--- config.mk ---
export PLATFORM = sky130hd
export DESIGN_NAME = ps2_host_tx
export DESIGN_NICKNAME = d
export VERILOG_FILES = /design/src/rtl/ps2_host_tx.sv
export SDC_FILE = /design/constraint.sdc
export NUM_CORES = 1
export LEC_CHECK = 0
export CELL_PAD_IN_SITES_DETAIL_PLACEMENT = 1
export CELL_PAD_IN_SITES_GLOBAL_PLACEMENT = 2
export CORE_UTILIZATION = 41
export DETAILED_ROUTE_END_ITERATION = 8
export PLACE_DENSITY = 0.86
export SETUP_SLACK_MARGIN = 0.02
export SLEW_MARGIN = 20
export SYNTH_ARGS = -nofsm -noshare
export SYNTH_HDL_FRONTEND = slang
export SYNTH_SLANG_ARGS = --single-unit
export TNS_END_PERCENT = 1
--- constraint.sdc ---
create_clock -name clock -period 5.78 [get_ports clock]
set_input_delay 0.867 -clock clock [delete_from_list [all_inputs] [get_ports clock]]
set_output_delay 0.867 -clock clock [all_outputs]
set_load 0.05 [all_outputs]
--- src/rtl/ps2_host_tx.sv ---
// rtl/ps2_host_tx.sv - host-to-device PS/2 command transmitter
// Drives the open-collector clock/data lines through low-only output enables.
module ps2_host_tx #(
  parameter int INHIBIT_CYCLES = 1000,
  parameter int TIMEOUT_CYCLES = 150000
) (
  input  logic       clock,
  input  logic       resetn,
  input  logic [7:0] tx_data,
  input  logic       tx_valid,
  output logic       tx_ready,
  output logic       tx_busy,
  output logic       tx_done,
  output logic       tx_error,
  input  logic       ps2_clk_in,
  input  logic       ps2_data_in,
  output logic       ps2_clk_oe,
  output logic       ps2_data_oe
);

  localparam int IW = (INHIBIT_CYCLES > 1) ? $clog2(INHIBIT_CYCLES) : 1;
  localparam int WW = (TIMEOUT_CYCLES > 1) ? $clog2(TIMEOUT_CYCLES) : 1;
  localparam logic [IW-1:0] INH_LAST = IW'(INHIBIT_CYCLES - 1);
  localparam logic [WW-1:0] WD_LAST  = WW'(TIMEOUT_CYCLES - 1);

  typedef enum logic [2:0] {
    S_IDLE,
    S_INHIBIT,
    S_RTS,
    S_SEND,
    S_WAIT_IDLE
  } state_t;

  state_t          state_q, state_d;
  logic [7:0]      byte_q, byte_d;
  logic [IW-1:0]   inh_q, inh_d;
  logic [WW-1:0]   wd_q, wd_d;
  logic [3:0]      bit_q, bit_d;
  logic            clk_oe_q, clk_oe_d;
  logic            data_oe_q, data_oe_d;
  logic            done_q, done_d;
  logic            error_q, error_d;
  logic            clk_s1_q, clk_s2_q, clk_s3_q;
  logic            dat_s1_q, dat_s2_q;
  logic            fall;

  // Synchronisers idle high so reset never fabricates a falling edge.
  always_ff @(posedge clock or negedge resetn) begin
    if (!resetn) begin
      clk_s1_q <= 1'b1;
      clk_s2_q <= 1'b1;
      clk_s3_q <= 1'b1;
      dat_s1_q <= 1'b1;
      dat_s2_q <= 1'b1;
    end else begin
      clk_s1_q <= ps2_clk_in;
      clk_s2_q <= clk_s1_q;
      clk_s3_q <= clk_s2_q;
      dat_s1_q <= ps2_data_in;
      dat_s2_q <= dat_s1_q;
    end
  end

  assign fall = clk_s3_q & ~clk_s2_q;

  always_ff @(posedge clock or negedge resetn) begin
    if (!resetn) begin
      state_q   <= S_IDLE;
      byte_q    <= 8'h00;
      inh_q     <= '0;
      wd_q      <= '0;
      bit_q     <= 4'd0;
      clk_oe_q  <= 1'b0;
      data_oe_q <= 1'b0;
      done_q    <= 1'b0;
      error_q   <= 1'b0;
    end else begin
      state_q   <= state_d;
      byte_q    <= byte_d;
      inh_q     <= inh_d;
      wd_q      <= wd_d;
      bit_q     <= bit_d;
      clk_oe_q  <= clk_oe_d;
      data_oe_q <= data_oe_d;
      done_q    <= done_d;
      error_q   <= error_d;
    end
  end

  always_comb begin
    state_d   = state_q;
    byte_d    = byte_q;
    inh_d     = inh_q;
    wd_d      = wd_q;
    bit_d     = bit_q;
    clk_oe_d  = clk_oe_q;
    data_oe_d = data_oe_q;
    done_d    = 1'b0;
    error_d   = 1'b0;
    case (state_q)
      S_IDLE: begin
        clk_oe_d  = 1'b0;
        data_oe_d = 1'b0;
        inh_d     = '0;
        wd_d      = '0;
        bit_d     = 4'd0;
        if (tx_valid) begin
          byte_d   = tx_data;
          clk_oe_d = 1'b1;
          state_d  = S_INHIBIT;
        end
      end
      S_INHIBIT: begin
        if (inh_q == INH_LAST) begin
          data_oe_d = 1'b1;
          state_d   = S_RTS;
        end else begin
          inh_d = inh_q + 1'b1;
        end
      end
      S_RTS: begin
        clk_oe_d = 1'b0;
        wd_d     = '0;
        bit_d    = 4'd0;
        state_d  = S_SEND;
      end
      S_SEND: begin
        // A device edge always beats a simultaneous watchdog expiry.
        if (fall) begin
          wd_d  = '0;
          bit_d = bit_q + 4'd1;
          if (bit_q < 4'd8) begin
            data_oe_d = ~byte_q[bit_q[2:0]];
          end else if (bit_q == 4'd8) begin
            data_oe_d = ^byte_q;
          end else if (bit_q == 4'd9) begin
            data_oe_d = 1'b0;
          end else if (!dat_s2_q) begin
            state_d = S_WAIT_IDLE;
          end else begin
            error_d = 1'b1;
            state_d = S_IDLE;
          end
        end else if (wd_q == WD_LAST) begin
          clk_oe_d  = 1'b0;
          data_oe_d = 1'b0;
          error_d   = 1'b1;
          state_d   = S_IDLE;
        end else begin
          wd_d = wd_q + 1'b1;
        end
      end
      S_WAIT_IDLE: begin
        clk_oe_d  = 1'b0;
        data_oe_d = 1'b0;
        if (clk_s2_q && dat_s2_q) begin
          done_d  = 1'b1;
          state_d = S_IDLE;
        end else if (fall) begin
          wd_d = '0;
        end else if (wd_q == WD_LAST) begin
          error_d = 1'b1;
          state_d = S_IDLE;
        end else begin
          wd_d = wd_q + 1'b1;
        end
      end
      default: begin
        clk_oe_d  = 1'b0;
        data_oe_d = 1'b0;
        state_d   = S_IDLE;
      end
    endcase
  end

  assign tx_ready    = (state_q == S_IDLE);
  assign tx_busy     = ~tx_ready;
  assign tx_done     = done_q;
  assign tx_error    = error_q;
  assign ps2_clk_oe  = clk_oe_q;
  assign ps2_data_oe = data_oe_q;

endmodule

==> flow_summary.json <==
{
  "criticalPathCategory": "reg2out",
  "via_per_inst": 5.54,
  "gp_congestion": 0.728,
  "rr_worst_depth": 7,
  "final_core_util": 0.483,
  "switchingPower_mw": 0.129,
  "area_delta_synth_final_pct": 12.1,
  "first_iter_violations": 53,
  "insertion_delay_ns": 0.31,
  "critPathMaxStageDelay_ns": 0.83,
  "die_w_um": 84.3,
  "relSlewSlack": 0.557,
  "cp.required_ns": 4.91,
  "setup_tns_ns": 0,
  "max_freq_mhz": 320,
  "fillerInstances": 750,
  "syn_area_um2": 2780,
  "crit_family": "buffers and inverters",
  "synth_area_leaders": "dfrtp_1 (42%), xnor2_1 (6.0%), nor2_1 (5.4%)",
  "cp_num_buf_inv": 2,
  "grt_pass1_vias": 2176,
  "ys_async_sr_fraction": 1.00,
  "numClockSinks": 52,
  "dieArea_um2": 7110,
  "max-cap-violations": 0,
  "io_pins": 19,
  "rows": 29,
  "crit_cells": 4,
  "reg2reg_slack_ns": 3.55,
  "layout-drive-gt1-share": 0.114,
  "gr-total-overflow": 0,
  "yosysWarningCount": 0,
  "diodes": 0,
  "p_comb_frac": 0.032,
  "p_per_area_nw_per_um2": 193,
  "intPower_mw": 0.474,
  "antenna_found_initial": 0,
  "cts_max_level": 2,
  "startpoint": "state_q[0]",
  "track_usage": 0.183,
  "setup_viol": 0,
  "path_max_fanout": 13,
  "min_path_type": "reg2reg",
  "period_share": 0.540,
  "start_util": 0.430,
  "hold_buffers": 0,
  "cp_cell_sequence": "nor2_1 -> nand2_1 -> inv_2 -> clkdlybuf4s50_1",
  "cts_tree": "built",
  "nets": 316,
  "worst_r2r_endpoint": "ps2_data_oe",
  "syn-num-nets": 298,
  "clk_pin_slew_worst_paths_ns": 0.09,
  "seqPwrFrac": 0.612,
  "core_area_um2": 6460,
  "ys_seq_area_frac": 0.470,
  "violations": "DRC",
  "vias": 2082,
  "hold_ws_ns": 0.359,
  "synth_top_area_cell": "dfrtp_1",
  "synth_edf_count": 0,
  "numCtsBuffers": 5,
  "ir_drop_mv": 0.0780,
  "p_clk_frac": 0.356,
  "tightest_slew_ns": 0.660,
  "place_inst": 368,
  "routedWlPerCell_um": 15.8,
  "outcome": "finished, violations left",
  "crit_path_start_kind": "register",
  "rr_startpoint": "wd_q[0]",
  "dp.final_hpwl_mm": 4.30,
  "postRouteAntennaNets": 0,
  "route.detailed.drc": 2,
  "root_buffer": "clkbuf_8",
  "swShare": 0.214,
  "crit_slowest_cell": "clkdlybuf4s50_1",
  "clockBufferDepth": 2,
  "worstSetupEndpointType": "output port",
  "grt_pass1_wl_mm": 10.4,
  "yosysMostFrequentCell": "dfrtp_1",
  "synth_commonest_cells": "dfrtp_1 (47), nor2_1 (40), nand2_1 (28), xnor2_1 (19), nand3_1 (12)",
  "yosysUniqueCellTypes": 50,
  "arrival_ns": 2.26,
  "yosysTopAreaCellShare": 0.423,
  "finClkSkew_ns": 0.0108,
  "post_cts_resized": 0,
  "crit_end": "tx_ready",
  "fp.dieH_um": 84.3,
  "place.port_buffers": 18,
  "synth_ff_type": "dfrtp_1",
  "slew_violations": 0,
  "grt_max_degree": 53,
  "post_cts_buffers": 0,
  "p_leak_nw": 1.32,
  "fin_crit_ns": 3.12,
  "rsz0062_at_grt": "no",
  "drtPass1Iterations": 6,
  "synth_seq_cells": 52,
  "layout.cells.non_filler": 376,
  "hold_violations": 0,
  "syn_inst": 280,
  "wirelength_mm": 5.96,
  "syn_avg_cell_area_um2": 9.93
}
state kept, by name, indices dropped and copies added, names as in the netlist, 3 cells and up:
| signal | count |
|---|---|
| bit_q | 4 |
| inh_q | 10 |
| byte_q | 8 |
| wd_q | 18 |
| state_q | 3 |
through the flow:
step,setup slack [ns],area (um^2),power [mW]
4_1_cts,2.63,3120,0.616
6_report,2.66,3120,0.603
3_3_place_gp,3.10,3030,0.396
2_1_floorplan,3.61,2780,0.379
5_1_grt,2.52,3120,0.628
3_5_place_dp,3.01,3030,0.396
per-layer routing:
metal / GRT usage / share of wire
met2: 0.321 / 0.50
met4: 0.0524 / 0.011
met1: 0.231 / 0.47
met3: 0.0344 / 0.019
met5: 0 / 0
logic make-up after synthesis:
group | synth area share
AO/OA/AOI/OAI | 0.0981
AND/OR/NAND/NOR | 0.228
XOR/XNOR | 0.0945
flip-flops | 0.470
multiplexers | 0.0599
adder cells (fa/ha/maj) | 0.0225
buffers and inverters | 0.0266
layout make-up:
type,instances,area [um^2],area share
inverters,9,33.8,0.0108
flip-flops and latches,52,1310,0.420
multi-input cells,210,1400,0.449
well taps,77,96.3,0.0309
repair buffers,20,190,0.0610
clock buffers,8,90.1,0.0289
worst min-delay path by stage:
| stage | from | to | slack [ns] | cells after the start |
|---|---|---|---|---|
| finish | dat_s1_q | dat_s2_q | 0.36 | 0 |
| global route | dat_s1_q | dat_s2_q | 0.37 | 0 |
| CTS | dat_s1_q | dat_s2_q | 0.36 | 0 |
| detailed placement | clk_s1_q | clk_s2_q | 0.35 | 0 |
| global placement | clk_s1_q | clk_s2_q | 0.35 | 0 |
| floorplan | clk_s1_q | clk_s2_q | 0.35 | 0 |
cell usage in the layout, fill, tap and decap left out, drive strengths merged, types with 2 or more instances in the layout:
cell / netlist / layout
nand2: 28 / 28
dfrtp: 47 / 47
and4: 3 / 3
nand3: 12 / 12
nor2: 40 / 40
o22ai: 3 / 3
mux2: 9 / 9
o21ai: 11 / 11
clkbuf: 4 / 8
o21a: 2 / 2
and3: 3 / 3
nor4b: 3 / 3
inv: 9 / 9
nor4: 4 / 4
xnor2: 19 / 19
ha: 5 / 5
or3b: 2 / 2
nor3: 7 / 7
dfstp: 5 / 5
mux2i: 2 / 2
a31oi: 4 / 4
and2: 4 / 4
xor2: 11 / 11
a21oi: 8 / 8
buf: 5 / 3
or3: 4 / 4
nand4: 7 / 7
mux4: 2 / 2
clkdlybuf4s50: 0 / 17
power groups by stage:
stage	Sequential (mW)	Clock, mW	Combinational [mW]
floorplan	0.375	0	0.00364
global placement	0.376	0	0.0201
detailed placement	0.376	0	0.0204
CTS	0.369	0.226	0.0205
global route	0.369	0.236	0.0224
finish	0.369	0.214	0.0196
Note: power is estimated with default switching activity, not from simulation.
